## src/rtl/dii_packetizer_if.sv

```systemverilog
// DII channel: one word per valid/ready handshake, framed by first/last.
interface dii_channel #(
  parameter int WIDTH = 16
);
  logic             valid;
  logic             first;
  logic             last;
  logic [WIDTH-1:0] data;
  logic             ready;

  modport master (output valid, output first, output last, output data, input ready);
  modport slave  (input valid, input first, input last, input data, output ready);
endinterface

```

## src/rtl/dii_packetizer.sv

```systemverilog
// Captures one event (3 header words + up to MAX_PAYLOAD payload words) and
// serialises it as a single first/last framed DII packet under ready backpressure.
module dii_packetizer #(
  parameter int WIDTH       = 16,
  parameter int MAX_PAYLOAD = 8,
  localparam int LEN_W      = $clog2(MAX_PAYLOAD + 1)
) (
  input  logic                         clk,
  input  logic                         rst_n,
  input  logic [WIDTH-1:0]             hdr_dest,
  input  logic [WIDTH-1:0]             hdr_src,
  input  logic [WIDTH-1:0]             hdr_flags,
  input  logic [MAX_PAYLOAD*WIDTH-1:0] payload,
  input  logic [LEN_W-1:0]             payload_len,
  input  logic                         event_valid,
  output logic                         event_ready,
  output logic [15:0]                  packet_count,
  dii_channel.master                   out
);

  localparam int IDX_W = (MAX_PAYLOAD > 1) ? $clog2(MAX_PAYLOAD) : 1;

  localparam logic [2:0] S_IDLE = 3'd0;
  localparam logic [2:0] S_HDR0 = 3'd1;
  localparam logic [2:0] S_HDR1 = 3'd2;
  localparam logic [2:0] S_HDR2 = 3'd3;
  localparam logic [2:0] S_PAY  = 3'd4;

  logic [2:0]       state_q, state_d;
  logic [WIDTH-1:0] dest_q, dest_d;
  logic [WIDTH-1:0] src_q, src_d;
  logic [WIDTH-1:0] flags_q, flags_d;
  logic [WIDTH-1:0] payload_q [MAX_PAYLOAD];
  logic [WIDTH-1:0] payload_d [MAX_PAYLOAD];
  logic [WIDTH-1:0] payload_word [MAX_PAYLOAD];
  logic [LEN_W-1:0] len_q, len_d;
  logic [IDX_W-1:0] idx_q, idx_d;
  logic [15:0]      packet_count_q, packet_count_d;

  logic             out_valid;
  logic             out_first;
  logic             out_last;
  logic [WIDTH-1:0] out_data;
  logic             handshake;
  logic             pay_last;
  logic             capture;
  logic [LEN_W-1:0] len_clamped;

  genvar gi;
  generate
    for (gi = 0; gi < MAX_PAYLOAD; gi++) begin : g_payload_word
      assign payload_word[gi] = payload[gi*WIDTH +: WIDTH];
    end
  endgenerate

  assign len_clamped = (payload_len > LEN_W'(MAX_PAYLOAD)) ? LEN_W'(MAX_PAYLOAD) : payload_len;
  assign pay_last    = (LEN_W'(idx_q) == (len_q - LEN_W'(1)));
  assign capture     = (state_q == S_IDLE) && event_valid;
  assign handshake   = out_valid && out.ready;

  // Outputs depend only on registered state, so inputs never reach out.* combinationally.
  always_comb begin
    out_valid = (state_q != S_IDLE);
    out_first = (state_q == S_HDR0);
    out_last  = 1'b0;
    out_data  = '0;
    case (state_q)
      S_HDR0: out_data = dest_q;
      S_HDR1: out_data = src_q;
      S_HDR2: begin
        out_data = flags_q;
        out_last = (len_q == '0);
      end
      S_PAY: begin
        out_data = payload_q[idx_q];
        out_last = pay_last;
      end
      default: out_data = '0;
    endcase
  end

  always_comb begin
    state_d        = state_q;
    dest_d         = dest_q;
    src_d          = src_q;
    flags_d        = flags_q;
    payload_d      = payload_q;
    len_d          = len_q;
    idx_d          = idx_q;
    packet_count_d = packet_count_q;
    case (state_q)
      S_IDLE: begin
        if (capture) begin
          dest_d    = hdr_dest;
          src_d     = hdr_src;
          flags_d   = hdr_flags;
          payload_d = payload_word;
          len_d     = len_clamped;
          idx_d     = '0;
          state_d   = S_HDR0;
        end
      end
      S_HDR0: if (handshake) state_d = S_HDR1;
      S_HDR1: if (handshake) state_d = S_HDR2;
      S_HDR2: begin
        if (handshake) begin
          if (len_q == '0) begin
            state_d        = S_IDLE;
            packet_count_d = packet_count_q + 16'd1;
          end else begin
            state_d = S_PAY;
            idx_d   = '0;
          end
        end
      end
      S_PAY: begin
        if (handshake) begin
          if (pay_last) begin
            state_d        = S_IDLE;
            packet_count_d = packet_count_q + 16'd1;
          end else begin
            idx_d = idx_q + IDX_W'(1);
          end
        end
      end
      default: state_d = S_IDLE;
    endcase
  end

  always_ff @(posedge clk or negedge rst_n) begin
    if (!rst_n) begin
      state_q        <= S_IDLE;
      dest_q         <= '0;
      src_q          <= '0;
      flags_q        <= '0;
      len_q          <= '0;
      idx_q          <= '0;
      packet_count_q <= '0;
      for (int i = 0; i < MAX_PAYLOAD; i++) payload_q[i] <= '0;
    end else begin
      state_q        <= state_d;
      dest_q         <= dest_d;
      src_q          <= src_d;
      flags_q        <= flags_d;
      len_q          <= len_d;
      idx_q          <= idx_d;
      packet_count_q <= packet_count_d;
      payload_q      <= payload_d;
    end
  end

  assign event_ready  = (state_q == S_IDLE);
  assign packet_count = packet_count_q;
  assign out.valid    = out_valid;
  assign out.first    = out_first;
  assign out.last     = out_last;
  assign out.data     = out_data;

endmodule

```

## src/flat_wrapper.sv

```systemverilog
// flat-port wrapper written by rule: the top's interface ports become plain ports
module dii_packetizer_flat 
#(
  parameter int WIDTH       = 16,
  parameter int MAX_PAYLOAD = 8,
  localparam int LEN_W      = $clog2(MAX_PAYLOAD + 1)
)
  (clk, rst_n, hdr_dest, hdr_src, hdr_flags, payload, payload_len, event_valid, event_ready, packet_count, out_valid, out_first, out_last, out_data, out_ready);
  dii_channel #(.WIDTH(WIDTH)) out_i ();
  input  logic clk;
  input  logic rst_n;
  input  logic [WIDTH-1:0] hdr_dest;
  input  logic [WIDTH-1:0] hdr_src;
  input  logic [WIDTH-1:0] hdr_flags;
  input  logic [MAX_PAYLOAD*WIDTH-1:0] payload;
  input  logic [LEN_W-1:0] payload_len;
  input  logic event_valid;
  output logic event_ready;
  output logic [15:0] packet_count;
  output wire logic [$bits(out_i.valid)-1:0] out_valid;
  output wire logic [$bits(out_i.first)-1:0] out_first;
  output wire logic [$bits(out_i.last)-1:0] out_last;
  output wire logic [$bits(out_i.data)-1:0] out_data;
  input wire logic [$bits(out_i.ready)-1:0] out_ready;
  assign out_valid = out_i.valid;
  assign out_first = out_i.first;
  assign out_last = out_i.last;
  assign out_data = out_i.data;
  assign out_i.ready = out_ready;
  dii_packetizer #(.WIDTH(WIDTH), .MAX_PAYLOAD(MAX_PAYLOAD)) u_core (.clk(clk), .rst_n(rst_n), .hdr_dest(hdr_dest), .hdr_src(hdr_src), .hdr_flags(hdr_flags), .payload(payload), .payload_len(payload_len), .event_valid(event_valid), .event_ready(event_ready), .packet_count(packet_count), .out(out_i));
endmodule
```

## config.mk

```make
export PLATFORM = sky130hd
export DESIGN_NAME = dii_packetizer_flat
export DESIGN_NICKNAME = d
export VERILOG_FILES = /design/src/rtl/dii_packetizer_if.sv /design/src/rtl/dii_packetizer.sv /design/src/flat_wrapper.sv
export SDC_FILE = /design/constraint.sdc
export NUM_CORES = 1
export LEC_CHECK = 0
export ABC_AREA = 1
export CORE_MARGIN = 5
export CORE_UTILIZATION = 46
export DETAILED_ROUTE_END_ITERATION = 10
export PLACE_DENSITY_LB_ADDON = 0.12
export SLEW_MARGIN = 20
export SYNTH_ARGS = -nofsm -noshare
export SYNTH_HDL_FRONTEND = slang
export SYNTH_SLANG_ARGS = --single-unit
```

## constraint.sdc

```tcl
create_clock -name clk -period 1.5 [get_ports clk]
set_input_delay 0.225 -clock clk [delete_from_list [all_inputs] [get_ports clk]]
set_output_delay 0.225 -clock clk [all_outputs]
set_load 0.01 [all_outputs]
```

# [Yosys cells after proc, flatten, opt, wreduce, memory -nomap -nowiden]
# Cells that the tools add are included.
[op_classes] n_addsub=3 n_lt_le_gt_ge=2 eq_ne=14 mux=25 bitwise=1 reduce_logical=11
[ops] operator="16-bit two-way mux" count=6
[ops] operator="16-bit one-hot mux with 4 select lines" count=1
[ops] operator="16-bit binary-select mux with 3-bit select" count=1
[ops] operator="3-bit two-way mux" count=12
[ops] operator="16-bit one-hot mux with 2 select lines" count=1
[ops] operator="16-bit by 1-bit adder with 16-bit output, second input constant" count=1
[ops] operator="3-bit one-hot mux with 5 select lines" count=1
[ops] operator="2-bit by 1-bit inequality test with 1-bit output, second input constant" count=7
[ops] operator="6-bit AND reduction" count=2
[ops] operator="3-bit one-hot mux with 3 select lines" count=1
[ops] operator="3-bit by 2-bit equality test with 1-bit output, second input constant" count=2
[ops] operator="3-bit nonzero test" count=2
[ops] operator="5-bit AND reduction" count=1
[ops] operator="3-bit by 4-bit equality test with 1-bit output" count=1
[ops] operator="4-bit >= comparator, second input constant" count=1
[ops] operator="4-bit > comparator, second input constant" count=1
[ops] operator="4-bit logical NOT" count=1
[ops] operator="4-bit two-way mux" count=1
[ops] operator="2-bit inequality test, second input constant" count=2
[ops] operator="3-bit NOT with 4-bit output" count=1
[ops] operator="4-bit by 1-bit subtractor with 4-bit output, second input constant" count=1
[ops] operator="3-bit by 1-bit adder with 3-bit output, second input constant" count=1
[ops] operator="3-bit by 1-bit equality test with 1-bit output, second input constant" count=1
[ops] operator="3-bit equality test, second input constant" count=1
[ops] operator="other kinds (5)" count=6
[word_totals] ff_bits=202 inputBits=184 output_inout_bits=36 wordCells=71

# [Depth between registers and ports, before layout]
[logic_depth] word_depth=5 depth_mapped=13 ltp_nobuf=12

# [Least setup slack after synthesis]
# No wires, ideal clock.
[synth_path] kind="register to output" startpoint="register u_core.state_q[2]" endpoint="output out_data[10]" arrival_time_ps=1402 required_time_ps=1275 path_slack_ps=-127 stages_incl_launch_ff=7 path_buffers=1 cell_sequence="dfrtp_1 > nor3_2 > inv_2 > clkbuf_1 > o22ai_1 > a21oi_1 > nand2_1"
[synth_between] elab_chain_len=2 elab_cells_between_ends=5
[synth_rtl] item="start, declared" line="dii_packetizer.sv:29" text="logic [2:0] state_q, state_d;"
[synth_rtl] item="start signal, assigned" line="dii_packetizer.sv:141" text="state_q <= state_d;"
[synth_rtl] item="3-bit by 1-bit equality test with 1-bit output"
[synth_rtl] item="via out_first" line="flat_wrapper.sv:21" text="output wire logic [$bits(out_i.first)-1:0] out_first;"
[synth_rtl] item="16-bit one-hot mux with 4 select lines" line="dii_packetizer.sv:67" text="case (state_q)"
[synth_rtl] item="end, declared" line="flat_wrapper.sv:23" text="output wire logic [$bits(out_i.data)-1:0] out_data;"
# The timed path passes the listed nets, and every way through them passes these cells.

# [Final worst setup path]
[layout_path] startpoint="register u_core.idx_q[0]" endpoint="output out_data[2]"
[layout_between] elab_chain_len=5
[layout_rtl] item="start, declared" line="dii_packetizer.sv:37" text="logic [IDX_W-1:0] idx_q, idx_d;"
[layout_rtl] item="start signal, assigned" line="dii_packetizer.sv:146" text="idx_q <= idx_d;"
[layout_rtl] item="3-bit NOT with 4-bit output (implied by the code)" line="dii_packetizer.sv:75" text="out_data = payload_q[idx_q];"
[layout_rtl] item="16-bit binary-select mux with 3-bit select" line="dii_packetizer.sv:75"
[layout_rtl] item="16-bit two-way mux (implied by the code) (2 in a row)" line="dii_packetizer.sv:75"
[layout_rtl] item="16-bit one-hot mux with 4 select lines" line="dii_packetizer.sv:67"
# No other way between the ends. The select of a mux whose other input is x is not followed.

==> out/results.tsv <==
stage	metric	value	unit
outcome	status	finished, violations left	
outcome	failing checks	negative setup slack	
synth	Yosys warnings	0	
synth	Synth Net Count	1419	
sta	Final Skew	0.0152	ns
sta	final period utilization	1.64	
global_route	GR Overflow Total	0	
cells_and_area	n_diodes	0	
sta	Slew @ Worst Pin	0.422	ns
power_and_ir_drop	Net Sw Power	15.6	mW
floorplan	I/O Pins	220	
synth	FFs w/ async S/R, synth	1.00	
synth	Yosys reg bits	202	
placed_design	# port buffers	219	
route	vias	11089	
global_route	largest net degree at the start of global routing	66	
synth	Syn Std Cell Area	0.00966	mm2
cells_and_area	# fillers	995	
sta	fin worst setup slack	-0.956	ns
power_and_ir_drop	Worst IR Drop VDD	0.00133	V
sta	final worst path period need	2.46	ns
power_and_ir_drop	LEAKAGE	8.47	nW
clocking	CTS tree	yes	
sta	Fin. Hold Viols	0	
global_route	global-route wire length before repair	57300	um
cells_and_area	Layout area overhead	84.5	%
sta	max-slew violations	0	
power_and_ir_drop	internal power	21.8	mW
setup_path	RR Startpoint	u_core.idx_q[0]$_DFFE_PN0P_	
cells_and_area	design area	0.0178	mm2
route	DR pass1 iterations	5	
floorplan	Placeable Area	0.0208	mm2
synth	Synth Area per Inst	7.85	um2
power_and_ir_drop	Power Dens Cells	2100	mW/mm2
sta	Max Clk Rate	0.407	GHz
setup_path	Setup CP Type	reg -> out	
setup_path	startpoint types	flip-flop	
floorplan	Die H	155	um
synth	Syn Inst Count	1231	
synth	ys flop type	dfrtp_1	
global_route	initial antenna violation count	0	
hold_path	class of the worst hold path	in -> async	
power_and_ir_drop	Clock Power Share	0.160	
global_route	global-route usage over all layers	0.302	
global_route	vias in the first global route	10555	
synth	Synth area leaders	dfrtp_1 (52%), nand2_1 (18%), o21ai_0 (7.4%)	
floorplan	Die X	155	um
clocking	CTS sink cnt	202	
cells_and_area	layout cells sized above 1	0.429	
synth	Distinct cells, synth	30	
synth	Post-synth EDFFs	0	
route	DRC Markers	0	
clocking	CTS root buffer	clkbuf_16	
floorplan	die area	0.0240	mm2
clocking	clock buffer depth	3	
sta	unrepaired setup endpoints after global routing	yes	
route	final wirelength	44200	um
job	Max Cap Violations	0	
sta	Slew HR	0.717	
route	vias per cell	5.83	
synth	biggest area consumer among synthesized cells	dfrtp_1	
cells_and_area	Finished Layout Cells	1901	
setup_path	Worst EP required	1.27	ns
synth	top-area cell type share of the netlist area	0.523	
floorplan	Cell Rows	53	
setup_path	CP max FO	5	
power_and_ir_drop	Seq pwr share	0.262	
power_and_ir_drop	Comb power frac	0.578	
cells_and_area	nets	1798	
placed_design	placed wire-length estimate	21400	um
setup_path	Worst setup EP type	primary output	
route	violation count after the first detailed-route iteration	1050	
clocking	total CTS buffers	22	
synth	Seq/Total Area, Yosys	0.523	
clocking	Worst-Skew Late Latency	0.51	ns
route	drt wl/cell	23.3	um
placed_design	Placement Cell Area	0.0129	mm2
sta	Finish-stage setup viols	221	
clocking	Reg clk slew, reported paths	0.07	ns
floorplan	Starting Density	0.464	
power_and_ir_drop	switch share	0.416	
placed_design	placed instance count	1754	
cells_and_area	commonest non-fill, non-tap cell in the layout	nand2_1	
setup_path	Arrival @ worst endpoint	2.23	ns
clocking	H-tree lvl count	1	
route	antenna-violating nets left	0	
cells_and_area	post-layout util	0.856	
sta	Min Hold Slack	0.171	ns
placed_design	RePlAce Congestion	0.883	
setup_path	beginning of the critical path	u_core.idx_q[0]$_DFFE_PN0P_	
cells_and_area	most frequent cells in the layout	nand2_1 (211), dfrtp_1 (196), clkdlybuf4s50_1 (182)	
==> worst paths after layout <==
kind / end / slack, ns / cells past startpoint
worst max register to register: u_core.packet_count[0]$_DFFE_PN0P_ / -0.46 / 12
worst max-delay path: out_data[2] / -0.96 / 9
worst min-delay path: u_core.payload_q[101]$_DFFE_PN0P_ / 0.17 / 2
min in group clk: u_core.flags_q[6]$_DFFE_PN0P_ / 0.26 / 3
max in group asynchronous: u_core.packet_count[2]$_DFFE_PN0P_ / 0.67 / 3
worst min register to register: u_core.flags_q[8]$_DFFE_PN0P_ / 0.49 / 2
==> logic make-up (layout without fill, tap and decap cells) <==
kind of cell | Yosys count | after routing | share of synthesized area
buffers and inverters | 193 | 587 | 0.0843
xor gates and xnor gates | 13 | 13 | 0.0118
and+or+nand+nor | 578 | 579 | 0.241
AOI/OAI and AO/OA | 241 | 241 | 0.134
DFF | 202 | 202 | 0.523
adders and majority gates | 4 | 4 | 0.00518
==> stage by stage <==
stage                     setup slack (ns)  TNS, ns  power [mW]
after floorplan                   -0.00496  -0.0371        14.9
after global placement              -0.743   -40.55        20.0
after detailed placement            -0.729   -42.96        20.2
after CTS                           -0.826   -85.18        30.9
after global routing                 -1.01   -84.24        38.7
final                               -0.956   -74.22        37.4
==> worst max-delay path, stage by stage (launching register included) <==
cell       delay [ns]
dfrtp_4          0.51
buf_6            0.15
buf_12           0.14
clkbuf_16        0.16
a21oi_1          0.20
o21ai_1          0.11
nand3_2          0.12
nand3_4          0.11
nand2_2          0.11
buf_6            0.11
==> registers in the layout (all words and copies together), names as in the netlist <==
| signal | flops |
|---|---|
| u_core.payload_q | 128 |
| u_core.dest_q | 16 |
| u_core.flags_q | 16 |
| u_core.packet_count | 16 |
| u_core.src_q | 16 |
| u_core.len_q | 4 |
| u_core.idx_q | 3 |
| u_core.state_q | 3 |
==> synth_stat cells (7+ instances only) <==
library cell / instances
nor2_1: 23
o21ai_0: 143
inv_1: 114
inv_2: 8
o211ai_1: 22
clkbuf_1: 25
xnor2_1: 7
buf_2: 27
nand3_1: 79
dfrtp_1: 202
nand2_1: 457
a21oi_1: 59
buf_4: 11
o22ai_1: 14
==> layout make-up <==
cell class              instances  area (um2)  area share
clock inverters                11         141     0.00793
clock buffers                  29         638      0.0358
well taps                     275         344      0.0193
flip-flops and latches        202        5060       0.284
repair buffers                423        5300       0.297
repair inverters                2        23.8     0.00133
multi-input cells             837        5820       0.326
inverters                     122         497      0.0279
==> timing repair <==
action	4_1_cts	5_1_grt
setup endpoints to repair	237	230
pin swaps	84	99
buffers inserted	82	31
hold endpoints to repair	202	0
hold buffers	1	0
resized for setup	395	525
cloned	34	19
==> power by group through the flow <==
| stage | combinational (mW) | sequential [mW] | clock, mW |
|---|---|---|---|
| 2_1_floorplan | 6.17 | 8.75 | 0 |
| 6_report | 21.6 | 9.80 | 5.96 |
| 3_5_place_dp | 11.2 | 9.05 | 0 |
| 5_1_grt | 22.6 | 9.92 | 6.20 |
| 4_1_cts | 16.0 | 9.15 | 5.81 |
| 3_3_place_gp | 11.0 | 9.00 | 0 |
==> layer usage <==
metal | vias up | global-route usage | wire, um
met5 | - | 0 | 0
met4 | 0 | 0.135 | 2780
met3 | 219 | 0.0740 | 3920
met2 | 737 | 0.494 | 21800
met1 | 5408 | 0.382 | 15700
li1 | 4725 | - | -
(Power assumes the default switching activity.)
